[config.mk]
export PLATFORM = sky130hd
export DESIGN_NAME = adder_accumulator_top_flat
export DESIGN_NICKNAME = d
export VERILOG_FILES = /design/src/rtl/adder_accumulator_top_if.sv /design/src/rtl/adder_accumulator_top.sv /design/src/flat_wrapper.sv
export SDC_FILE = /design/constraint.sdc
export NUM_CORES = 1
export LEC_CHECK = 0
export ABC_AREA = 1
export ABC_CLOCK_PERIOD_IN_PS = 4600
export BUFFER_PORTS_ARGS = -buffer_cell sky130_fd_sc_hd__buf_4
export CELL_PAD_IN_SITES_DETAIL_PLACEMENT = 1
export CELL_PAD_IN_SITES_GLOBAL_PLACEMENT = 1
export CORE_MARGIN = 8
export CORE_UTILIZATION = 48
export CTS_CLUSTER_DIAMETER = 120
export DETAILED_ROUTE_END_ITERATION = 8
export HOLD_SLACK_MARGIN = 0.06
export PLACE_DENSITY = 0.83
export SLEW_MARGIN = 20
export SYNTH_ARGS = -nofsm -noshare
export SYNTH_HDL_FRONTEND = slang
export SYNTH_SLANG_ARGS = --single-unit
[constraint.sdc]
create_clock -name MCLK -period 4.6 [get_ports MCLK]
set_clock_uncertainty 0.05 [all_clocks]
set_input_delay 0.46 -clock MCLK [delete_from_list [all_inputs] [get_ports MCLK]]
set_output_delay 0.46 -clock MCLK [all_outputs]
set_load 0.03 [all_outputs]
[src/rtl/adder_accumulator_top_if.sv]
// rtl/adder_accumulator_top_if.sv - board I/O bundle for the adder/accumulator
interface adder_accumulator_top_if;
  logic [3:0] btn;
  logic [7:0] sw;
  logic [7:0] Led;
  logic [6:0] seg;
  logic [3:0] an;
  logic       dp;

  modport master (
    output btn,
    output sw,
    input  Led,
    input  seg,
    input  an,
    input  dp
  );

  modport slave (
    input  btn,
    input  sw,
    output Led,
    output seg,
    output an,
    output dp
  );
endinterface

[src/rtl/adder_accumulator_top.sv]
// rtl/adder_accumulator_top.sv - button-driven 8-bit operand / 32-bit accumulator with hex display
module adder_accumulator_top #(
  parameter int SYNC_STAGES   = 2,
  parameter int SCAN_DIV_BITS = 16
) (
  input logic                     MCLK,
  input logic                     rst_n,
  adder_accumulator_top_if.slave  bus
);

  // btn[3] has no function on this board
  logic unused_btn3;
  assign unused_btn3 = bus.btn[3];

  logic [SYNC_STAGES-1:0][2:0] sync_q;
  logic [2:0]                  prev_q;
  logic [2:0]                  pulse;
  logic                        clr_p, ld_p, add_p;

  logic [7:0]  reg1_q;
  logic [31:0] acc_q;
  logic [15:0] cnt_q;

  logic [SCAN_DIV_BITS+1:0] scan_q;
  logic [1:0]               digit_sel;
  logic [15:0]              disp_val;
  logic [3:0]               nibble;
  logic [3:0]               an_d;
  logic [6:0]               seg_d;

  // Synchronize the three functional buttons and remember the last synced level
  always_ff @(posedge MCLK or negedge rst_n) begin
    if (!rst_n) begin
      sync_q <= '0;
      prev_q <= '0;
    end else begin
      sync_q <= {sync_q[SYNC_STAGES-2:0], bus.btn[2:0]};
      prev_q <= sync_q[SYNC_STAGES-1];
    end
  end

  // One-cycle pulse per press, no matter how long the button is held
  assign pulse = sync_q[SYNC_STAGES-1] & ~prev_q;
  assign clr_p = pulse[0];
  assign ld_p  = pulse[1];
  assign add_p = pulse[2];

  // Operand, accumulator and add counter; clear overrides load/add, add sees the pre-load operand
  always_ff @(posedge MCLK or negedge rst_n) begin
    if (!rst_n) begin
      reg1_q <= '0;
      acc_q  <= '0;
      cnt_q  <= '0;
    end else if (clr_p) begin
      reg1_q <= '0;
      acc_q  <= '0;
      cnt_q  <= '0;
    end else begin
      if (ld_p) begin
        reg1_q <= bus.sw;
      end
      if (add_p) begin
        acc_q <= acc_q + {24'b0, reg1_q};
        cnt_q <= cnt_q + 16'd1;
      end
    end
  end

  // Free-running scan counter; its top two bits choose the lit digit
  always_ff @(posedge MCLK or negedge rst_n) begin
    if (!rst_n) begin
      scan_q <= '0;
    end else begin
      scan_q <= scan_q + 1'b1;
    end
  end

  assign digit_sel = scan_q[SCAN_DIV_BITS+1 -: 2];

  // Pick the 16-bit view, then the nibble and anode for the current digit
  always_comb begin
    disp_val = acc_q[15:0];
    case (bus.sw[1:0])
      2'd0: disp_val = acc_q[15:0];
      2'd1: disp_val = acc_q[31:16];
      2'd2: disp_val = {8'b0, reg1_q};
      2'd3: disp_val = cnt_q;
      default: disp_val = acc_q[15:0];
    endcase
    nibble = disp_val[3:0];
    an_d   = 4'b1110;
    case (digit_sel)
      2'd0: begin nibble = disp_val[3:0];   an_d = 4'b1110; end
      2'd1: begin nibble = disp_val[7:4];   an_d = 4'b1101; end
      2'd2: begin nibble = disp_val[11:8];  an_d = 4'b1011; end
      2'd3: begin nibble = disp_val[15:12]; an_d = 4'b0111; end
      default: begin nibble = disp_val[3:0]; an_d = 4'b1110; end
    endcase
  end

  // Hex to active-low gfedcba segments
  always_comb begin
    seg_d = 7'b1000000;
    case (nibble)
      4'h0: seg_d = 7'b1000000;
      4'h1: seg_d = 7'b1111001;
      4'h2: seg_d = 7'b0100100;
      4'h3: seg_d = 7'b0110000;
      4'h4: seg_d = 7'b0011001;
      4'h5: seg_d = 7'b0010010;
      4'h6: seg_d = 7'b0000010;
      4'h7: seg_d = 7'b1111000;
      4'h8: seg_d = 7'b0000000;
      4'h9: seg_d = 7'b0010000;
      4'hA: seg_d = 7'b0001000;
      4'hB: seg_d = 7'b0000011;
      4'hC: seg_d = 7'b1000110;
      4'hD: seg_d = 7'b0100001;
      4'hE: seg_d = 7'b0000110;
      4'hF: seg_d = 7'b0001110;
      default: seg_d = 7'b1000000;
    endcase
  end

  assign bus.Led = reg1_q;
  assign bus.seg = seg_d;
  assign bus.an  = an_d;
  assign bus.dp  = 1'b1;

endmodule

[src/flat_wrapper.sv]
// flat-port wrapper written by rule: the top's interface ports become plain ports
module adder_accumulator_top_flat 
#(
  parameter int SYNC_STAGES   = 2,
  parameter int SCAN_DIV_BITS = 16
)
  (MCLK, rst_n, bus_btn, bus_sw, bus_Led, bus_seg, bus_an, bus_dp);
  adder_accumulator_top_if bus_i ();
  input logic MCLK;
  input logic rst_n;
  input wire logic [$bits(bus_i.btn)-1:0] bus_btn;
  input wire logic [$bits(bus_i.sw)-1:0] bus_sw;
  output wire logic [$bits(bus_i.Led)-1:0] bus_Led;
  output wire logic [$bits(bus_i.seg)-1:0] bus_seg;
  output wire logic [$bits(bus_i.an)-1:0] bus_an;
  output wire logic [$bits(bus_i.dp)-1:0] bus_dp;
  assign bus_i.btn = bus_btn;
  assign bus_i.sw = bus_sw;
  assign bus_Led = bus_i.Led;
  assign bus_seg = bus_i.seg;
  assign bus_an = bus_i.an;
  assign bus_dp = bus_i.dp;
  adder_accumulator_top #(.SYNC_STAGES(SYNC_STAGES), .SCAN_DIV_BITS(SCAN_DIV_BITS)) u_core (.MCLK(MCLK), .rst_n(rst_n), .bus(bus_i));
endmodule
==> results.md, run 1 <==
- Largest net degree at the start of global routing: 84
- Max-Cap Viols: 0
- Cells on worst reg2reg path: 5
- Total gr overflow: 0
- Final period utilization: 64.8%
- IO Pins: 34
- Crit-path max FO: 6
- Final setup viols: 0
- Yosys warnings: 0
- Post-Synthesis Cells: 738
- Synth-to-layout area growth: 10.4%
- Peak VDD IR: 0.275 mV
- Synth top area cells: dfrtp_1 (40%), nand2_1 (15%), nand3_1 (8.6%)
- CTS buffer count: 9
- Rows: 38
- Distinct cells, synth: 42
- Core area: 10700 µm²
- Fill cells: 1442
- Classification of the worst setup path: flop to primary output
- Routed Antenna Nets: 0
- H-Tree Depth: 3
- Tightest Hold Check Type: input pin to asynchronous set/reset pin
- Syn avg cell area: 7.07 µm²
- Initial cell density of the core: 48.5%
- RSZ-0062 raised after global routing: false
- # DRC: 0
- Slew @ Worst Pin: 857 ps
- Clock Tree Buf Depth: 2
- Place WS: 1640 ps
- Routed via count: 4914
- CTS tree: yes
- Netlist Area Pre-Place: 5220 µm²
- PortBufs: 31
- Headroom to the max-slew limit: 42.7%
- Highest-count cells in the layout ignoring fill and taps: nand2_1 (206), inv_1 (100), nand3_1 (90), nor2_1 (85), dfrtp_1 (83)
- Crit end category: primary output
- Clock slew at reported path FFs: 90 ps
- Post-layout power: 1.68 mW
- Util after Layout: 53.6%
- Post-Syn Nets: 769
- CP Launch Type: flop
- Dpl hpwl: 11600 µm
- Hold buffers post-CTS: 0
- Seq/Total Area, Yosys: 39.8%
- NumNets Final: 796
- WP data required: 4090 ps
- Setup TNS: 0 ps
- RR Endpoint: u_core.cnt_q[1]
- WL per Instance: 16.9 µm
- Most common cell after layout, fill and taps aside: nand2_1
- Die Span X: 120 µm
- Arrival @ worst endpoint: 2470 ps
- Reg-to-reg startpoint: u_core.prev_q[2]
- First-pass GRT wire length: 25500 µm
- Die height: 120 µm
- Total Wirelength: 15400 µm
- Vias in the first global route: 5202
- Status: completed
- Gr usage total: 22.1%
- Setup Buffers After CTS: 0
- Root Buffer: clkbuf_8
- F_max: 0.335 GHz
- Post-synth top area share: 39.8%
- Dominant cell type by area after synthesis: dfrtp_1
- Leak: 2.94 nW
- Clock latency on the worst-skew pair: 380 ps
- Iter 0 DRT Violations: 250
- Final hold vios: 0
- Reg2reg setup slack: 2160 ps
- Share of cells above drive strength 1: 9.22%
- Gpl congestion: 0.868
- Final slew viol count: 0
- DIE AREA: 14500 µm²
- Fin worst setup slack: 1620 ps
- Post-layout minimum cycle time: 2980 ps
- Drt first pass iters: 4
- # diodes: 0
- Total clock sinks: 83
- DR vias/cell: 5.40
- Post_cts resized: 0
- Antenna violations before repair: 0
- #FFs+latches synth: 83
- Pwr/cell area: 291 nW/µm²
## cell usage after synthesis
library cell / instances
nand2_1: 206
inv_1: 100
nand3_1: 90
nor2_1: 85
dfrtp_1: 83
a21oi_1: 31
o21ai_0: 23
ha_1: 16
nor3_1: 13
nand4_1: 11
xnor2_1: 10
xor2_1: 9
o22ai_1: 7
buf_2: 5
nand2_2: 5
inv_2: 4
o21ai_1: 4
buf_4: 3
buf_6: 3
clkbuf_1: 3
nor2_2: 3
a211oi_1: 2
buf_1: 2
o21ai_2: 2
a22o_1: 1
a22oi_1: 1
and3_1: 1
conb_1: 1
fa_1: 1
nand3_2: 1
nand3_4: 1
nor2_4: 1
nor2_8: 1
nor3_2: 1
nor3_4: 1
nor4_1: 1
o2111ai_1: 1
o21bai_1: 1
o21bai_2: 1
o221a_2: 1
or2_0: 1
or2_2: 1
## critical path, cell delays in order (launching register included)
cell and delay [ps]:
dfrtp_1 400, inv_1 100, nand2_1 250, a21oi_1 70, nand2_1 90, nand3_1 100, nor2_2 260, inv_1 140
ha_1 250, nand2_2 100, nand2_1 60, nand2_1 50, nand2_1 60, buf_4 160
## worst max-delay path by stage
stage	startpoint	to	slack, ps	depth (start not counted)
2_1_floorplan	bus_sw[1]	bus_seg[2]	2050	14
3_3_place_gp	bus_sw[1]	bus_seg[6]	1700	13
3_5_place_dp	bus_sw[1]	bus_seg[6]	1640	13
4_1_cts	u_core.scan_q[17]	bus_seg[5]	1610	13
5_1_grt	bus_sw[1]	bus_seg[5]	1420	13
6_report	u_core.scan_q[17]	bus_seg[5]	1620	13
## metrics by stage
| step | area [µm²] | cells | hold slack (ps) |
|---|---|---|---|
| floorplan | 5220 | 738 | 114 |
| global placement | 5530 | 894 | 284 |
| CTS | 5760 | 910 | 118 |
| detailed placement | 5530 | 894 | 289 |
| finish | 5760 | 910 | 75.8 |
| global route | 5760 | 910 | 123 |
## per-layer routing
layer	vias to the layer above	wire (µm)	global-route usage, %
li1	2399	-	-
met1	2408	6710	26.3
met2	81	7600	38.4
met3	26	689	4.24
met4	0	359	9.13
met5	-	0	0
## cell type report
cell class                      count  area [µm²]  area share [%]
Clock buffer                        9         124            2.15
Clock inverter                      7         101            1.76
Inverter                          104         390            6.78
Multi-Input combinational cell    535        2650            46.0
Sequential cell                    83        2080            36.1
Tap cell                          140         175            3.04
Timing Repair Buffer               32         244            4.24
## cells by family after synthesis
family                     after synthesis  share of synthesized area (%)
buffers and inverters                  120                           9.40
AOI/OAI and AO/OA                       75                           8.08
DFF                                     83                           39.8
adders and majority gates               17                           4.22
xor gates and xnor gates                19                           3.19
other                                    1                         0.0719
and+or+nand+nor                        423                           35.2
## registers in the layout (all words and copies together), names as in the netlist
signal	cells
u_core.sync_q	6
u_core.bus.Led	8
u_core.acc_q	32
u_core.scan_q	18
u_core.cnt_q	16
u_core.prev_q	3
## power by group
part           switching [mW]  leakage, nW  total (mW)  internal [mW]
Clock                   0.296        0.106       0.605          0.309
Sequential             0.0255         1.11       0.780          0.755
Combinational           0.198         1.72       0.294         0.0961
Total                   0.519         2.94        1.68           1.16
Power figures use the tool's default switching activity.
==> inputs of run 2 (changes only) <==
--- a/config.mk
+++ b/config.mk
@@ -6,16 +6,16 @@
 export NUM_CORES = 1
 export LEC_CHECK = 0
 export ABC_AREA = 1
-export ABC_CLOCK_PERIOD_IN_PS = 4600
+export ABC_CLOCK_PERIOD_IN_PS = 2700
 export BUFFER_PORTS_ARGS = -buffer_cell sky130_fd_sc_hd__buf_4
 export CELL_PAD_IN_SITES_DETAIL_PLACEMENT = 1
 export CELL_PAD_IN_SITES_GLOBAL_PLACEMENT = 1
 export CORE_MARGIN = 8
-export CORE_UTILIZATION = 48
+export CORE_UTILIZATION = 40
 export CTS_CLUSTER_DIAMETER = 120
 export DETAILED_ROUTE_END_ITERATION = 8
 export HOLD_SLACK_MARGIN = 0.06
-export PLACE_DENSITY = 0.83
+export PLACE_DENSITY = 0.73
 export SLEW_MARGIN = 20
 export SYNTH_ARGS = -nofsm -noshare
 export SYNTH_HDL_FRONTEND = slang
==> constraint.sdc (replaced) <==
create_clock -name MCLK -period 2.7 [get_ports MCLK]
set_clock_uncertainty 0.05 [all_clocks]
set_input_delay 0.27 -clock MCLK [delete_from_list [all_inputs] [get_ports MCLK]]
set_output_delay 0.27 -clock MCLK [all_outputs]
set_load 0.03 [all_outputs]
==> run 2 against run 1 <==
  * Worst setup slack worse by 1500 ps
  * Sequential share of layout area decreased by 1.5 points
  * Final area grew 4.5%
  * Via count is 2.1% higher
  * First-iteration DRC count grew 0.80%
  * Wire length up 5.4%
  * Sequential cell count stayed put
  * Critical path depth is 1 lower
  * Power is 82% higher
  * Register-to-register slack worse by 1800 ps
  * Global-route usage fell by 1.4 points
  * Worst hold slack better by 34 ps
  * Largest power group unchanged
==> results.md, run 2 (same netlist as run 1, synthesis figures left out) <==
- Pwr/cell area: 507 nW/µm²
- Final setup viols: 0
- Status: completed
- CTS tree: yes
- DIE AREA: 17000 µm²
- Cell at the slowest stage of the critical path: dfrtp_1
- Slew @ Worst Pin: 581 ps
- Gpl congestion: 0.862
- Total Wirelength: 16200 µm
- Routed Antenna Nets: 0
- Met3 WL: 672 µm
- # diodes: 0
- Final hold vios: 0
- CP peak stage delay: 400 ps
- Leak: 3.05 nW
- Most common cell after layout, fill and taps aside: nand2_1
- Peak VDD IR: 0.325 mV
- Most used cell, CP: nand2_1
- PortBufs: 31
- F_max: 0.385 GHz
- Drt first pass iters: 4
- CTS buffer count: 9
- Gr usage total: 20.7%
- Tightest Hold Check Type: input pin to flop
- WP data required: 2380 ps
- Final slew viol count: 0
- Headroom to the max-slew limit: 61.2%
- Initial cell density of the core: 41.2%
- Clock latency on the worst-skew pair: 350 ps
- Critical path, cell by cell: inv_1, nand2_4, a21oi_1, nand2_1, nand3_2, nor2_4, buf_4, ha_1, nand2_1, nand3_1, nand2_1, buf_4
- H-Tree Depth: 3
- Crit end category: primary output
- Post-layout minimum cycle time: 2590 ps
- Die Span X: 130 µm
- DR vias/cell: 5.26
- Total gr overflow: 0
- Die height: 130 µm
- Routed wl met2: 8080 µm
- Core area: 12700 µm²
- Root Buffer: clkbuf_16
- Routed via count: 5019
- Clock Tree Buf Depth: 2
- Share of cells above drive strength 1: 11.2%
- Setup TNS: 0 ps
- Util after Layout: 47.5%
- Regs by FF count: u_core.acc_q: 32 flops, u_core.scan_q: 18 flops, u_core.cnt_q: 16 flops
- Vias in the first global route: 5456
- Met1 WL: 7190 µm
- First-pass GRT wire length: 27300 µm
- Worst hold start: bus_sw[7]
- # DRC: 0
- Iter 0 DRT Violations: 252
- Dpl hpwl: 12500 µm
- Largest net degree at the start of global routing: 50
- WL per Instance: 17.0 µm
- RSZ-0062 raised after global routing: false
- Max-Cap Viols: 0
- Antenna violations before repair: 0
- Arrival @ worst endpoint: 2270 ps
- Rows: 41
- Biggest register: u_core.acc_q
- Highest-count cells in the layout ignoring fill and taps: nand2_1 (204), inv_1 (100), nand3_1 (89), nor2_1 (82), dfrtp_1 (82)
- NumNets Final: 809
- Crit-path max FO: 6
- Final period utilization: 96.1%
- Synth-to-layout area growth: 15.4%
- IO Pins: 34
- CP Launch Type: flop
- Crit path from: u_core.scan_q[17]
- Total clock sinks: 83
- Classification of the worst setup path: flop to primary output
- Clock slew at reported path FFs: 60 ps
- Max reg flops: 32
- Top layer in use: met4
- Reg-to-reg startpoint: u_core.bus.Led[0]
==> run 2: routing by layer <==
metal	global-route usage (%)	vias to the layer above
li1	-	2435
met1	24.9	2483
met2	37.0	83
met3	3.51	18
met4	6.15	0
met5	0	-
==> run 2: cell type report <==
type,instances,area [µm²]
Clock inverter,6,46.3
Sequential cell,83,2080
Inverter,104,390
Clock buffer,10,239
Fill cell,1651,6650
Tap cell,172,215
Timing Repair Buffer,45,360
Multi-Input combinational cell,535,2690
==> run 2: timing repair <==
action,4_1_cts,5_1_grt
hold buffers,4,0
gates resized for setup,1,11
buffers inserted,0,4
hold endpoints to repair,37,0
endpoints found under the setup margin,4,6
pin swaps,0,1
==> run 2: final timing paths <==
check	slack, ps	to	cells after the start
worst max-delay path	110	bus_seg[3]	12
worst min-delay path	110	u_core.bus.Led[7]	3
worst max register to register	410	u_core.acc_q[10]	11
worst min register to register	300	u_core.sync_q[4]	0
max in group asynchronous	1590	u_core.scan_q[16]	3
min in group asynchronous	370	u_core.acc_q[17]	2
==> run 2: critical path: cells and delay by family, from the launching register on <==
kind                       cells  cell delay [ps]
buffers and inverters          3              470
DFF                            1              400
adders and majority gates      1              300
and+or+nand+nor                7              610
AOI/OAI and AO/OA              1              140
==> run 2: power by group <==
| part | leakage, nW | internal (mW) | switching (mW) |
|---|---|---|---|
| clock network | 0.135 | 0.655 | 0.544 |
| logic | 1.80 | 0.178 | 0.343 |
| registers | 1.11 | 1.29 | 0.0448 |
| total | 3.05 | 2.12 | 0.932 |
==> run 2: per-stage QoR <==
step                cell area, µm²  hold slack, ps  setup slack (ps)  total power [mW]  instances
finish                        6020             109               105              3.05        955
global route                  6020             114              5.53              3.20        955
CTS                           5950            99.3              32.0              3.08        951
global placement              5620             209               259              1.84        931
detailed placement            5620             218               150              1.86        931
floorplan                     5220           -75.6               440              1.68        738
